File: config.mk
export PLATFORM = sky130hd
export DESIGN_NAME = timing_control_unit
export DESIGN_NICKNAME = d
export VERILOG_FILES = /design/src/rtl/timing_control_unit.sv
export SDC_FILE = /design/constraint.sdc
export NUM_CORES = 1
export LEC_CHECK = 0
export BUFFER_PORTS_ARGS = -buffer_cell sky130_fd_sc_hd__buf_2
export CAP_MARGIN = 10
export CORE_AREA = 2 2 51 53
export CTS_CLUSTER_DIAMETER = 120
export DETAILED_ROUTE_END_ITERATION = 16
export DIE_AREA = 0 0 53 55
export MAX_ROUTING_LAYER = met4
export PLACE_DENSITY = 0.78
export SLEW_MARGIN = 20
export SYNTH_ARGS = -nofsm -noshare
export SYNTH_HDL_FRONTEND = slang
export SYNTH_SLANG_ARGS = --single-unit
File: constraint.sdc
create_clock -name i_clk -period 3.7 [get_ports i_clk]
set_input_delay 0 -clock i_clk [delete_from_list [all_inputs] [get_ports i_clk]]
set_output_delay 0 -clock i_clk [all_outputs]
set_load 0.05 [all_outputs]
File: src/rtl/timing_control_unit.sv
// Timing control unit: sequences the T-cycles of each instruction, the opcode
// fetch, bus direction and the post-reset bus sequence, with ready-driven stalls.
module timing_control_unit #(
  parameter int TCU_WIDTH    = 3,
  parameter int RESET_CYCLES = 7
) (
  input  logic                 i_clk,
  input  logic                 i_reset_n,
  input  logic                 i_rdy,
  input  logic [7:0]           i_data,
  output logic [7:0]           o_ir,
  output logic [TCU_WIDTH-1:0] o_tcu,
  output logic                 o_sync,
  output logic                 o_rw,
  output logic                 o_reset_seq,
  output logic                 o_illegal
);

  typedef enum logic [1:0] {
    PH_RESET,
    PH_SEQ,
    PH_RUN
  } phase_t;

  typedef enum logic [2:0] {
    CLS_IMPLIED,
    CLS_IMM,
    CLS_ABS_RD,
    CLS_ABS_WR,
    CLS_JMP,
    CLS_RMW,
    CLS_ILLEGAL
  } op_class_t;

  function automatic op_class_t classify(input logic [7:0] op);
    case (op)
      8'hEA, 8'h18, 8'h38, 8'hE8, 8'hCA,
      8'hC8, 8'h88, 8'hAA, 8'h8A:        return CLS_IMPLIED;
      8'hA9, 8'hA2, 8'hA0, 8'h69:        return CLS_IMM;
      8'hAD, 8'hAE, 8'hAC, 8'h6D:        return CLS_ABS_RD;
      8'h8D, 8'h8E, 8'h8C:               return CLS_ABS_WR;
      8'h4C:                             return CLS_JMP;
      8'hEE, 8'hCE, 8'h0E:               return CLS_RMW;
      default:                           return CLS_ILLEGAL;
    endcase
  endfunction

  // Index of the final cycle T(N-1) for each class.
  function automatic logic [2:0] last_cycle(input op_class_t cls);
    case (cls)
      CLS_ABS_RD, CLS_ABS_WR: return 3'd3;
      CLS_JMP:                return 3'd2;
      CLS_RMW:                return 3'd5;
      default:                return 3'd1;
    endcase
  endfunction

  phase_t               phase_q, phase_d;
  logic [TCU_WIDTH-1:0] tcu_q, tcu_d;
  logic [3:0]           seq_q, seq_d;
  logic [7:0]           ir_q, ir_d;
  op_class_t            cls;
  logic                 run;
  logic                 stall;

  assign cls   = classify(ir_q);
  assign run   = (phase_q == PH_RUN);
  assign stall = o_rw & ~i_rdy;

  // State register
  // NOTE: sequential state uses non-blocking assignments so every register
  // samples the values from before this edge, independent of statement order.
  always_ff @(posedge i_clk) begin
    if (!i_reset_n) begin
      phase_q <= PH_RESET;
      tcu_q   <= '0;
      seq_q   <= '0;
      // NOTE: the instruction register is given a reset value (a NOP) because
      // it is architecturally visible; plain datapath storage would not be.
      ir_q    <= 8'hEA;
    end else begin
      phase_q <= phase_d;
      tcu_q   <= tcu_d;
      seq_q   <= seq_d;
      ir_q    <= ir_d;
    end
  end

  // Next-state logic
  always_comb begin
    // NOTE: every signal gets a hold default first so no path infers a latch.
    phase_d = phase_q;
    tcu_d   = tcu_q;
    seq_d   = seq_q;
    ir_d    = ir_q;
    if (!stall) begin
      case (phase_q)
        PH_RESET: begin
          phase_d = (RESET_CYCLES == 0) ? PH_RUN : PH_SEQ;
          tcu_d   = '0;
          seq_d   = '0;
        end
        PH_SEQ: begin
          if (seq_q == 4'(RESET_CYCLES - 1)) begin
            phase_d = PH_RUN;
            tcu_d   = '0;
          end else begin
            seq_d = seq_q + 4'd1;
            tcu_d = tcu_q + TCU_WIDTH'(1);
          end
        end
        default: begin
          if (tcu_q == '0) begin
            ir_d  = i_data;
            tcu_d = TCU_WIDTH'(1);
          end else if (tcu_q == TCU_WIDTH'(last_cycle(cls))) begin
            tcu_d = '0;
          end else begin
            tcu_d = tcu_q + TCU_WIDTH'(1);
          end
        end
      endcase
    end
  end

  // Outputs decode registered state only; the bus is written only in the
  // store cycle of absolute writes and the two final cycles of RMW.
  always_comb begin
    o_ir        = ir_q;
    o_tcu       = tcu_q;
    o_reset_seq = !run;
    o_sync      = run && (tcu_q == '0);
    o_illegal   = run && (tcu_q == TCU_WIDTH'(1)) && (cls == CLS_ILLEGAL);
    o_rw        = !(run && (((cls == CLS_ABS_WR) && (tcu_q == TCU_WIDTH'(3))) ||
                            ((cls == CLS_RMW) && ((tcu_q == TCU_WIDTH'(4)) ||
                                                  (tcu_q == TCU_WIDTH'(5))))));
  end

endmodule

==> PnR_summary.wiki, run 1 <==
{| class="wikitable"
! Metric !! Value
|-
| Result of the run || complete, no violations
|-
| CTS clk-pin slew, worst paths || 0.09 ns
|-
| Number of sinks driven by the clock tree || 17
|-
| # fillers || about 210
|-
| Count of port buffers added during placement || 25
|-
| Area occupied by multi-input gates || 821 um2
|-
| Most used flip-flop cell after synthesis || sky130_fd_sc_hd__dfxtp_1
|-
| Net Sw Power || 74.8 uW
|-
| Drt via density || 5.85
|-
| Number of maximum-capacitance constraint violations || 0
|-
| Area growth syn-to-layout || 16.9%
|-
| Power per Cell Area || 218 nW/um2
|-
| Antenna Diode Count || 0
|-
| Worst clock skew || 0.00454 ns
|-
| Wire length of the first global-routing pass || 4850 um
|-
| Iteration-0 DRC count of the detailed router || 42
|-
| Final GP Congestion || around 0.77
|-
| Standard-cell row count || 18
|-
| Final Hold Vio Count || 0
|-
| Transition time at the pin with the least slew margin || 0.433 ns
|-
| Remaining Overflow, GRT || 0
|-
| Max incr delay on CP || 0.57 ns
|-
| Maximum number of buffers from clock root to sink || 2
|-
| Maximum number of pins on one net before global-route repair || 20
|-
| Startpoint of the worst-slack reg-to-reg timing path || o_ir[6]
|-
| DRC errors left || 0
|-
| Worst max-slew margin expressed relative to the limit || 0.711
|-
| Die H || 55 um
|-
| Flip-flop and latch count after synthesis || 17
|-
| H-tree levels || 1
|-
| Storage cell area || approximately 340 um2
|-
| Worst-path cell chain || or4b_1 > nand3_1 > nor3b_1 > inv_1 > ha_1 > o31ai_4 > nor2_2 > o41ai_4 > and4_2 > mux2i_1 > nand2_1
|-
| Total count of max-transition violations in the final report || 0
|-
| CTS tree || built
|-
| Worst Setup Slack, final || 0.278 ns
|-
| Antenna violations before repair || 0
|-
| Vias in the first global route || 1071
|-
| Part of the power in the clock network || 0.303
|-
| Finish-stage setup viols || 0
|-
| Worst setup startpoint || o_ir[6]
|-
| Internal power || between 200 and 250 uW
|-
| Cell chosen for the clock root || sky130_fd_sc_hd__clkbuf_4
|-
| Core ar. || 2360 um2
|-
| Highest Clock Rate || 292 MHz
|-
| Number of nets in the final layout || 195
|-
| Switching share of total power || 0.235
|-
| Number of enable-type register cells in the synthesized netlist || 0
|-
| Area of the die || between 2000 and 3000 um2
|-
| Portion of total power attributed to combinational logic || 0.106
|-
| Post-synth net total || 165
|-
| Via count || 1199
|-
| Post-Place Setup Slack || ~0.26 ns
|-
| Setup repair after global routing missed its margin || false
|-
| Placed cell count || slightly below 200
|-
| GRT Util Overall || 0.233
|-
| Sum of negative setup slack || 0 ns
|-
| Synth Instances || approximately 150
|-
| Data arrival time of the critical path || 3.59 ns
|-
| Crit Path Max Fanout || 14
|-
| Hold wc startpoint || i_data[4]
|-
| Crit path capture type || register
|-
| Library cells used by synthesis || 43
|-
| Inserted Clock Buffers || 3
|-
| Post-synthesis average cell area || 8.52 um2
|-
| Ratio of cells with drive above 1 in the final layout || 0.200
|-
| Worst supply voltage drop on vdd || 0.000196 V
|-
| Syn. warnings || 0
|-
| Initial cell density of the core || 0.526
|-
| Routed wire per std cell || 14.0 um
|-
| Chip Width || around 53 um
|-
| Insertion delay of the later-clocked pin in the worst-skew pair || 0.29 ns
|-
| Class of the tightest hold or removal check || in2reg
|-
| Cell Area, Synth || ~1200 um2
|-
| Detailed-routing iteration count for the pre-antenna-repair pass || 4
|-
| Period minus WS final || around 3.4 ns
|-
| HPWL after detailed placement || 2020 um
|-
| Sequential cell fraction of total power || 0.591
|-
| Post-route insts no fill || around 210
|-
| Cell type of the slowest stage on the worst timing path || sky130_fd_sc_hd__dfxtp_1
|-
| CP required || 3.87 ns
|-
| Post-DRT Antenna Nets || 0
|-
| Crit Path Category || reg2reg
|-
| Asr flop ratio synth || 0
|-
| Seq/Total Area, Yosys || 0.274
|-
| Nature of the critical path startpoint || register
|-
| Routed WL || 2870 um
|-
| Boundary Pins || 26
|-
| Final clock period utilization by the worst path || 0.925
|-
| Standby leakage power || ~0.00056 uW
|}
[power groups by stage]
stage	combinational, uW	sequential, uW	clock (uW)
6_report	33.6	188	96.3
3_5_place_dp	27.1	192	0
2_1_floorplan	15.9	194	0
3_3_place_gp	26.1	192	0
5_1_grt	37.4	188	108
4_1_cts	32.9	188	101
[through the flow]
step	power, uW	instance area, um2	hold WS (ns)	utilization
final	318	1450	0.00177	0.615
after global routing	334	1450	0.0277	0.615
after CTS	322	1450	0.00291	0.614
after detailed placement	219	1360	0.221	0.574
after global placement	218	1360	0.216	0.574
after floorplan	209	1240	0.128	-
[repair_timing]
item,4_1_cts,5_1_grt
hold buffers,7,0
resized for setup,0,1
endpoints found under the setup margin,0,8
endpoints found under the hold margin,7,0
setup buffers,0,0
[path summary, 6_finish.rpt]
check,end,slack (ns),cells after the start
min reg2reg,seq_q[3],0.53,2
max,o_ir[7],0.28,11
max reg2reg,o_ir[7],0.28,11
min,o_ir[4],0.002,3
[Yosys cell counts (all sizes together) (3+ instances only)]
cell type | n | area share
nand4 | 3 | 0.015
nand3 | 6 | 0.024
nand2b | 5 | 0.025
a21oi | 4 | 0.016
nor3 | 3 | 0.012
ha | 8 | 0.080
mux2i | 8 | 0.064
or4 | 4 | 0.027
nor2b | 12 | 0.060
nand2 | 12 | 0.036
nor2 | 10 | 0.032
clkbuf | 3 | 0.0091
o21ai | 6 | 0.024
dfxtp | 17 | 0.27
buf | 4 | 0.031
or4b | 3 | 0.024
inv | 9 | 0.027
a21o | 3 | 0.018
[cells in the final DEF, fill, tap and decap left out, drive strengths merged, types with 2 or more instances in the layout]
cell type	synthesis	final
buf	4	25
dfxtp	17	17
nor2b	12	12
nand2	12	12
nor2	10	10
inv	9	9
mux2i	8	8
ha	8	8
dlygate4sd3	0	7
nand3	6	6
o21ai	6	6
nand2b	5	5
a21oi	4	4
or4	4	4
clkbuf	3	4
nand4	3	3
a21o	3	3
nor3	3	3
or4b	3	3
nand3b	2	2
a32oi	2	2
and3b	2	2
xor2	2	2
a31oi	2	2
o22ai	2	2
[sequential cells by signal, indices dropped and copies added, names as in the netlist]
| signal | cells |
|---|---|
| o_ir | 8 |
| o_tcu | 3 |
| phase_q | 2 |
| seq_q | 4 |
[final cells by class]
type                    instances  area share
well taps                      30      0.0258
multi-input cells             113       0.565
clock buffers                   4      0.0181
inverters                       9      0.0232
flip-flops and latches         17       0.234
repair buffers                 32       0.134
[logic make-up (layout without fill, tap and decap cells)]
kind of cell	Yosys count	count (layout)	share of synthesized area
and+or+nand+nor	67	67	0.319
AOI/OAI and AO/OA	27	27	0.174
DFF	17	17	0.274
buffers and inverters	16	45	0.0674
adders and majority gates	8	8	0.0805
muxes	8	8	0.0644
xor gates and xnor gates	3	3	0.0211
[worst max-delay path: cells and delay by family (launching register included)]
kind	cells	cell delay (ns)
AO/OA/AOI/OAI	2	0.59
buffers and inverters	1	0.11
AND/OR/NAND/NOR	6	1.54
adder cells (fa/ha/maj)	1	0.24
flip-flops	1	0.57
multiplexers	1	0.25
[routing by layer]
metal	track usage	share of wire	routed length, um
met2	0.385	0.52	1480
met5	-	0	0
met1	0.280	0.41	1180
met3	0.0403	0.057	163
met4	0.103	0.015	42
No activity file was read; power rests on OpenSTA's default activity.
==> run 2, diff against run 1 <==
--- a/config.mk
+++ b/config.mk
@@ -5,14 +5,15 @@
 export SDC_FILE = /design/constraint.sdc
 export NUM_CORES = 1
 export LEC_CHECK = 0
+export ABC_AREA = 1
 export BUFFER_PORTS_ARGS = -buffer_cell sky130_fd_sc_hd__buf_2
 export CAP_MARGIN = 10
-export CORE_AREA = 2 2 51 53
+export CORE_AREA = 2 2 54 56
 export CTS_CLUSTER_DIAMETER = 120
 export DETAILED_ROUTE_END_ITERATION = 16
-export DIE_AREA = 0 0 53 55
+export DIE_AREA = 0 0 56 58
 export MAX_ROUTING_LAYER = met4
-export PLACE_DENSITY = 0.78
+export PLACE_DENSITY = 0.76
 export SLEW_MARGIN = 20
 export SYNTH_ARGS = -nofsm -noshare
 export SYNTH_HDL_FRONTEND = slang
==> PnR_summary.wiki, run 2 <==
{| class="wikitable"
! Metric !! Value
|-
| Result of the run || complete, no violations
|-
| Antenna violations before repair || 0 (unchanged)
|-
| Final GP Congestion || 0.881 (+14%)
|-
| Top cell types by occurrence after synthesis || sky130_fd_sc_hd__nand2_1 (41), sky130_fd_sc_hd__nor2_1 (31), sky130_fd_sc_hd__inv_1 (26), sky130_fd_sc_hd__dfxtp_1 (17), sky130_fd_sc_hd__nand3_1 (15)
|-
| Capture instance of the worst register-to-register path || o_ir[5]
|-
| Setup slack of the most critical reg-to-reg path || 1.58 ns (+1.30 ns)
|-
| Post-DRT Antenna Nets || 0 (unchanged)
|-
| Maximum number of buffers from clock root to sink || 2 (unchanged)
|-
| Number of gates given a new drive strength after cts || 0 (unchanged)
|-
| Total count of max-transition violations in the final report || 0 (unchanged)
|-
| Cell taking the most area after synthesis || sky130_fd_sc_hd__dfxtp_1
|-
| Seq/Total Area, Yosys || 0.245 (-0.0282)
|-
| HPWL after detailed placement || 2370 um (+17%)
|-
| Syn. warnings || 0 (unchanged)
|-
| Placed cell count || 258 (+33%)
|-
| Cell Area, Synth || 1390 um2 (+11%)
|-
| Post-route insts no fill || 270 (+32%)
|-
| CTS tree || built
|-
| Worst setup startpoint || o_ir[4]
|-
| Most frequent cells in the layout || sky130_fd_sc_hd__nand2_1 (41), sky130_fd_sc_hd__nor2_1 (31), sky130_fd_sc_hd__inv_1 (26)
|-
| Wire length of the first global-routing pass || 5220 um (+7.5%)
|-
| Count of hold buffers inserted by post-cts repair || 8 (+1)
|-
| Simple-gate share of the synthesized area || 0.441 (+0.122)
|-
| Standard-cell row count || 19 (+1)
|-
| Via count || 1349 (+13%)
|-
| Maximum number of pins on one net before global-route repair || 15 (-25%)
|-
| Top area cells in the synthesized netlist || sky130_fd_sc_hd__dfxtp_1 (25%), sky130_fd_sc_hd__nand2_1 (11%), sky130_fd_sc_hd__nor2_1 (8.4%)
|-
| Part of the power in the clock network || 0.288 (-0.015)
|-
| CP required || 3.88 ns (about the same)
|-
| Number of enable-type register cells in the synthesized netlist || 0 (unchanged)
|-
| Critical path destination || o_ir[5]
|-
| Power per Cell Area || 211 nW/um2 (-3.2%)
|-
| Flip-flop and latch count after synthesis || 17 (unchanged)
|-
| Core ar. || 2660 um2 (+13%)
|-
| CP most frequent cell || sky130_fd_sc_hd__nand2_4
|-
| Initial cell density of the core || 0.521 (-0.00525)
|-
| Number of maximum-capacitance constraint violations || 0 (unchanged)
|-
| Standby leakage power || 0.000819 uW (+46%)
|-
| Finish-stage setup viols || 0 (unchanged)
|-
| Post-synthesis average cell area || 6.80 um2 (-20%)
|-
| Sequential cell fraction of total power || 0.555 (-0.036)
|-
| Library cells used by synthesis || 29 (-33%)
|-
| Worst-path cell chain || nor2_1 > nand4_2 > nand2_2 > inv_2 > ha_1 > inv_1 > nor2_4 > nand2_4 > nand4_4 > nand2_4 > nand2_4 > inv_4 > o211ai_2
|-
| Routed WL || 2990 um (+4.5%)
|-
| Asr flop ratio synth || 0 (unchanged)
|-
| Share of synthesized cell area in full adder, half adder and majority cells || 0.0722 (-0.00828)
|-
| Inserted Clock Buffers || 3 (unchanged)
|-
| Class of the tightest hold or removal check || in2reg
|-
| Area share of xor/xnor cells in the synthesized design || 0.0126 (-0.00849)
|-
| Max reg flops || 8 (unchanged)
|-
| Number of nets in the final layout || 259 (+33%)
|-
| CTS clk-pin slew, worst paths || 0.10 ns (about the same)
|-
| Iteration-0 DRC count of the detailed router || 39 (-7.1%)
|-
| Synthesized-area fraction occupied by ao, oa, aoi and oai cells || 0.116 (-0.0576)
|-
| Crit Path Category || reg2reg
|-
| Transition time at the pin with the least slew margin || 0.385 ns (-0.0479 ns)
|-
| Library cell with the highest instance count after synthesis || sky130_fd_sc_hd__nand2_1
|-
| Period minus WS final || 2.12 ns (-1.30 ns)
|-
| Highest Clock Rate || 472 MHz (+61%)
|-
| Depth of the worst register-to-register path || 13 (+2)
|-
| Antenna Diode Count || 0 (unchanged)
|-
| Crit path capture type || register
|-
| Boundary Pins || 26 (unchanged)
|-
| Max incr delay on CP || 0.38 ns (-0.19 ns)
|-
| PnR Total Power || 345 uW (+8.7%)
|-
| Nature of the critical path startpoint || register
|-
| Ratio of cells with drive above 1 in the final layout || 0.285 (+0.0845)
|-
| Net Sw Power || 95.9 uW (+28%)
|-
| Number of sinks driven by the clock tree || 17 (unchanged)
|-
| Crit Path Max Fanout || 11 (-3)
|-
| Portion of total power attributed to combinational logic || 0.157 (+0.051)
|-
| Setup repair after global routing missed its margin || false
|-
| Insertion delay of the later-clocked pin in the worst-skew pair || 0.29 ns (about the same)
|-
| Combinational family with the most area after synthesis || simple AND/OR/NAND/NOR gates
|-
| Final Hold Vio Count || 0 (unchanged)
|-
| Internal power || 249 uW (+2.7%)
|-
| Remaining Overflow, GRT || 0 (unchanged)
|-
| Count of port buffers added during placement || 25 (unchanged)
|-
| Area growth syn-to-layout || 17.8%
|-
| Mux contribution to synthesized area || 0 (-0.0644)
|-
| Total setup buffers inserted after CTS || 0 (unchanged)
|-
| Synth Instances || 204 (+40%)
|-
| Sum of negative setup slack || 0 ns (unchanged)
|-
| Cell chosen for the clock root || sky130_fd_sc_hd__clkbuf_4
|-
| GRT Util Overall || 0.205 (-0.0276)
|-
| DRC errors left || 0 (unchanged)
|-
| H-tree levels || 1 (unchanged)
|-
| Vias in the first global route || 1242 (+16%)
|-
| Final clock period utilization by the worst path || 0.573 (-0.352)
|-
| Routed wire per std cell || 11.1 um (-21%)
|-
| Most used flip-flop cell after synthesis || sky130_fd_sc_hd__dfxtp_1
|-
| Startpoint of the worst-slack reg-to-reg timing path || o_ir[4]
|-
| Most frequent standard cell in the layout excluding fill and tap cells || sky130_fd_sc_hd__nand2_1
|-
| Detailed-routing iteration count for the pre-antenna-repair pass || 4 (unchanged)
|-
| Area of the die || 3250 um2 (+11%)
|-
| Die H || 58 um (+5.5%)
|-
| Share of the synthesized area in the top cell type || 0.245 (-0.0282)
|-
| Worst max-slew margin expressed relative to the limit || 0.743 (+0.0320)
|-
| Worst clock skew || 0.00577 ns (+0.00123 ns)
|-
| Switching share of total power || 0.278 (+0.0424)
|-
| Chip Width || 56 um (+5.7%)
|-
| Post-synth net total || 223 (+35%)
|-
| Cell type of the slowest stage on the worst timing path || sky130_fd_sc_hd__dfxtp_1
|-
| Worst supply voltage drop on vdd || 0.000213 V (+8.4%)
|-
| Cell depth of the worst hold path || 2 (-1)
|-
| Data arrival time of the critical path || 2.30 ns (-1.29 ns)
|-
| Drt via density || 5.00 (-15%)
|}
[run 2: cell count changes after synthesis, moves of 5 or more]
cell	before	now
sky130_fd_sc_hd__a21oi_1	4	10
sky130_fd_sc_hd__inv_1	9	26
sky130_fd_sc_hd__inv_2	0	6
sky130_fd_sc_hd__mux2i_1	8	0
sky130_fd_sc_hd__nand2_1	12	41
sky130_fd_sc_hd__nand2_2	0	9
sky130_fd_sc_hd__nand2b_1	5	0
sky130_fd_sc_hd__nand3_1	6	15
sky130_fd_sc_hd__nor2_1	9	31
sky130_fd_sc_hd__nor2b_1	12	0
sky130_fd_sc_hd__o211ai_2	0	5
[run 2: logic make-up after synthesis]
logic type               after synthesis
XOR/XNOR                               2
buffers and inverters                 36
AND/OR/NAND/NOR                      117
flip-flops                            17
adder cells (fa/ha/maj)                8
AO/OA/AOI/OAI                         24
[run 2: cell type report]
cell class | count | area, um2
fillers | 271 | 1030
multi-input cells | 151 | 891
flip-flops and latches | 17 | 340
repair buffers | 33 | 205
inverters | 34 | 131
well taps | 31 | 38.8
clock buffers | 4 | 26.3
[run 2: how the worst min path moves through the flow]
stage          slack [ns]      start      end
2_1_floorplan        0.11  i_data[1]  o_ir[1]
3_3_place_gp         0.20  i_data[7]  o_ir[7]
3_5_place_dp         0.21  i_data[3]  o_ir[3]
4_1_cts              0.02  i_reset_n  o_ir[3]
5_1_grt              0.04  i_reset_n  o_ir[1]
6_report             0.03  i_reset_n  o_ir[3]
[run 2: power by group through the flow]
stage | combinational [uW] | clock, uW | sequential (uW)
global route | 60.8 | 111 | 193
floorplan | 26.3 | 0 | 202
CTS | 53.7 | 103 | 192
detailed placement | 47.2 | 0 | 196
finish | 54.2 | 99.4 | 192
global placement | 46.5 | 0 | 196
[run 2: per-stage QoR]
step | worst slack (ns) | utilization | area, um2 | hold WS, ns
global route | 1.36 | 0.613 | 1630 | 0.0397
finish | 1.58 | 0.613 | 1630 | 0.0339
CTS | 1.57 | 0.613 | 1630 | 0.0238
detailed placement | 1.59 | 0.573 | 1530 | 0.209
global placement | 1.62 | 0.573 | 1530 | 0.205
floorplan | 1.13 | - | 1390 | 0.109
[run 2: per-layer routing]
metal | vias up | routed length [um] | global-route usage | share of wire
li1 | 716 | - | - | -
met1 | 596 | 1420 | 0.273 | 0.48
met2 | 28 | 1380 | 0.316 | 0.46
met3 | 9 | 100 | 0.0156 | 0.033
met4 | 0 | 87 | 0.102 | 0.029
met5 | - | 0 | - | 0
[run 2: critical path, delay by kind of cell (launching register included)]
kind / cells / cell delay [ns]
buffers and inverters: 3 / 0.30
DFF: 1 / 0.38
and+or+nand+nor: 8 / 1.03
adders and majority gates: 1 / 0.19
AOI/OAI and AO/OA: 1 / 0.09
==> run 3, diff against run 2 <==
--- a/config.mk
+++ b/config.mk
@@ -8,12 +8,12 @@
 export ABC_AREA = 1
 export BUFFER_PORTS_ARGS = -buffer_cell sky130_fd_sc_hd__buf_2
 export CAP_MARGIN = 10
-export CORE_AREA = 2 2 54 56
+export CORE_AREA = 2 2 56 58
 export CTS_CLUSTER_DIAMETER = 120
 export DETAILED_ROUTE_END_ITERATION = 16
-export DIE_AREA = 0 0 56 58
+export DIE_AREA = 0 0 58 60
 export MAX_ROUTING_LAYER = met4
-export PLACE_DENSITY = 0.76
+export PLACE_DENSITY = 0.74
 export SLEW_MARGIN = 20
 export SYNTH_ARGS = -nofsm -noshare
 export SYNTH_HDL_FRONTEND = slang
==> constraint.sdc (replaced) <==
create_clock -name i_clk -period 1.9 [get_ports i_clk]
set_input_delay 0 -clock i_clk [delete_from_list [all_inputs] [get_ports i_clk]]
set_output_delay 0 -clock i_clk [all_outputs]
set_load 0.05 [all_outputs]
==> PnR_summary.wiki, run 3 (synthesis results as in run 2) <==
{| class="wikitable"
! Metric !! Value
|-
| Result of the run || finished, violations left
|-
| Violated checks || negative setup slack
|-
| Final Hold Vio Count || 0 (unchanged)
|-
| Chip Width || 58 um (+3.6%)
|-
| Final standard cell utilization of the core || 0.699 (+0.0855)
|-
| Capture instance of the worst register-to-register path || o_tcu[1]
|-
| CTS tree || built
|-
| Count of port buffers added during placement || 25 (unchanged)
|-
| Portion of total power attributed to combinational logic || 0.165 (+0.008)
|-
| Standby leakage power || 0.000980 uW (+20%)
|-
| Worst Setup Slack, final || -0.0226 ns (-1.60 ns)
|-
| Post-DRT Antenna Nets || 0 (unchanged)
|-
| Part of the power in the clock network || 0.294 (+0.006)
|-
| Drt via density || 4.95 (-0.87%)
|-
| Sequential cell fraction of total power || 0.541 (-0.014)
|-
| Ratio of cells with drive above 1 in the final layout || 0.468 (+0.183)
|-
| Placed cell count || 275 (+6.6%)
|-
| Maximum number of pins on one net before global-route repair || 15 (unchanged)
|-
| Worst supply voltage drop on vdd || 0.000320 V (+50%)
|-
| Most frequent cells in the layout || sky130_fd_sc_hd__nand2_1 (36), sky130_fd_sc_hd__buf_4 (25), sky130_fd_sc_hd__nor2_1 (24), sky130_fd_sc_hd__buf_2 (24), sky130_fd_sc_hd__inv_1 (22)
|-
| Detailed-routing iteration count for the pre-antenna-repair pass || 4 (unchanged)
|-
| H-tree levels || 1 (unchanged)
|-
| GRT Util Overall || 0.208 (+0.00282)
|-
| Antenna violations before repair || 0 (unchanged)
|-
| Area growth syn-to-layout || 46.3%
|-
| Max reg flops || 8 (unchanged)
|-
| Standard-cell row count || 20 (+1)
|-
| Insertion delay of the later-clocked pin in the worst-skew pair || 0.29 ns (about the same)
|-
| Net Sw Power || 191 uW (+99%)
|-
| Cell depth of the worst hold path || 2 (unchanged)
|-
| Via count || 1476 (+9.4%)
|-
| Final clock period utilization by the worst path || 1.01 (+0.439)
|-
| Most frequent standard cell in the layout excluding fill and tap cells || sky130_fd_sc_hd__nand2_1
|-
| Hold endpoint || o_ir[7]
|-
| Crit Path Max Fanout || 5 (-6)
|-
| Worst max-slew margin expressed relative to the limit || 0.761 (+0.0185)
|-
| Post-route insts no fill || 298 (+10%)
|-
| Finish-stage setup viols || 5 (+5)
|-
| Cell type of the slowest stage on the worst timing path || sky130_fd_sc_hd__dfxtp_4
|-
| Routed WL || 3490 um (+17%)
|-
| Number of sinks driven by the clock tree || 17 (unchanged)
|-
| CTS clk-pin slew, worst paths || 0.10 ns (about the same)
|-
| Wire length of the first global-routing pass || 5530 um (+6.1%)
|-
| Vias in the first global route || 1334 (+7.4%)
|-
| Worst-path cell chain || nand2_4 > a21oi_2 > nand3_2 > nand3_4 > inv_2 > ha_4 > inv_2 > nor2_4 > nand2_4 > nand4_1 > nand2_1 > inv_1 > nor2_1 > nand3_1 > nand2_1 > a21oi_1
|-
| Initial cell density of the core || 0.478 (-0.0431)
|-
| HPWL after detailed placement || 2490 um (+5.0%)
|-
| Inserted Clock Buffers || 3 (unchanged)
|-
| Maximum number of buffers from clock root to sink || 2 (unchanged)
|-
| Antenna Diode Count || 0 (unchanged)
|-
| Post-Route Hold Slack || 0.0406 ns (+0.00664 ns)
|-
| DRC errors left || 0 (unchanged)
|-
| Number of maximum-capacitance constraint violations || 0 (unchanged)
|-
| Area of the die || 3480 um2 (+7.1%)
|-
| Number of nets in the final layout || 285 (+10%)
|-
| Max incr delay on CP || 0.37 ns (about the same)
|-
| Core ar. || 2900 um2 (+9.0%)
|-
| Iteration-0 DRC count of the detailed router || 33 (-15%)
|-
| Boundary Pins || 26 (unchanged)
|-
| CP Depth || 16 (+3)
|-
| Nature of the critical path startpoint || register
|-
| Crit Path Category || reg2reg
|-
| Highest Clock Rate || 520 MHz (+10%)
|-
| Setup slack of the most critical reg-to-reg path || -0.02 ns (-1.60 ns)
|-
| Remaining Overflow, GRT || 0 (unchanged)
|-
| Power per Cell Area || 330 nW/um2 (+56%)
|-
| Switching share of total power || 0.286 (+0.00773)
|-
| Startpoint of the worst-slack reg-to-reg timing path || o_ir[3]
|-
| Cell chosen for the clock root || sky130_fd_sc_hd__clkbuf_4
|-
| Worst clock skew || 0.00565 ns (-0.000120 ns)
|-
| Hold wc startpoint || i_reset_n
|-
| Largest delay contributor family on the critical path || simple AND/OR/NAND/NOR gates
|-
| Setup repair after global routing missed its margin || true
|-
| Combined buffer and inverter count along the critical path || 3 (unchanged)
|-
| Die H || 60 um (+3.4%)
|-
| Depth of the worst register-to-register path || 16 (+3)
|-
| Sum of negative setup slack || -0.0737 ns (-0.0737 ns)
|-
| Total count of max-transition violations in the final report || 0 (unchanged)
|-
| Transition time at the pin with the least slew margin || 0.357 ns (-0.0276 ns)
|-
| CP required || 2.09 ns (-1.79 ns)
|-
| Internal power || 478 uW (+92%)
|-
| Period minus WS final || 1.92 ns (-0.198 ns)
|-
| Data arrival time of the critical path || 2.11 ns (-0.19 ns)
|-
| Routed wire per std cell || 11.7 um (+5.6%)
|-
| Class of the tightest hold or removal check || in2reg
|-
| Final GP Congestion || 0.918 (+4.2%)
|-
| Crit path capture type || register
|}
[run 3: changes by cell type in the layout (fill, tap and decap cells not counted), moves of 2 or more]
cell	before	now
sky130_fd_sc_hd__inv_1	26	22
sky130_fd_sc_hd__dfxtp_1	17	7
sky130_fd_sc_hd__o21ai_0	6	3
sky130_fd_sc_hd__nand2_4	4	9
sky130_fd_sc_hd__o21ai_1	2	5
sky130_fd_sc_hd__dfxtp_2	0	2
sky130_fd_sc_hd__nor2_4	1	9
sky130_fd_sc_hd__buf_4	0	25
sky130_fd_sc_hd__buf_6	0	2
sky130_fd_sc_hd__nand3_1	15	13
sky130_fd_sc_hd__inv_4	1	3
sky130_fd_sc_hd__nor2_1	31	24
sky130_fd_sc_hd__nand2_1	41	36
sky130_fd_sc_hd__dfxtp_4	0	8
[run 3: power by group through the flow]
stage	combinational [uW]	sequential [uW]	clock (uW)
final	110	362	197
after global routing	124	364	216
after CTS	108	362	205
after detailed placement	92.4	370	0
after global placement	91.9	370	0
after floorplan	52.0	383	0
[run 3: layout make-up]
type / count / area (um2)
Clock buffer: 4 / 26.3
Fill cell: 247 / 875
Inverter: 34 / 149
Multi-Input combinational cell: 151 / 1030
Sequential cell: 17 / 373
Tap cell: 33 / 41.3
Timing Repair Buffer: 59 / 410
[run 3: how the worst max path moves through the flow]
stage / startpoint / endpoint
finish: o_ir[3] / o_tcu[1]
global route: o_ir[3] / seq_q[0]
CTS: o_ir[1] / o_ir[4]
detailed placement: o_ir[4] / o_ir[4]
global placement: o_ir[4] / o_ir[4]
floorplan: o_ir[2] / o_ir[1]
[run 3: what timing repair did]
item / CTS / global route
hold buffers: 8 / 0
endpoints found under the setup margin: 15 / 19
gates resized for setup: 5 / 26
buffers inserted: 2 / 9
pin swaps: 1 / 15
hold endpoints to repair: 8 / 0
[run 3: stage by stage]
step	setup slack [ns]	cell area [um2]	power [uW]
3_5_place_dp	-0.0599	1740	463
2_1_floorplan	-0.248	1480	435
3_3_place_gp	-0.0486	1740	462
4_1_cts	0.00350	1860	675
6_report	-0.0226	2030	669
5_1_grt	-0.203	2030	704
[run 3: layer usage]
layer,routed length (um),vias up,GRT usage
met5,0,-,-
met3,89,9,0.0173
met1,1560,671,0.256
li1,-,771,-
met4,53,0,0.0698
met2,1780,25,0.359
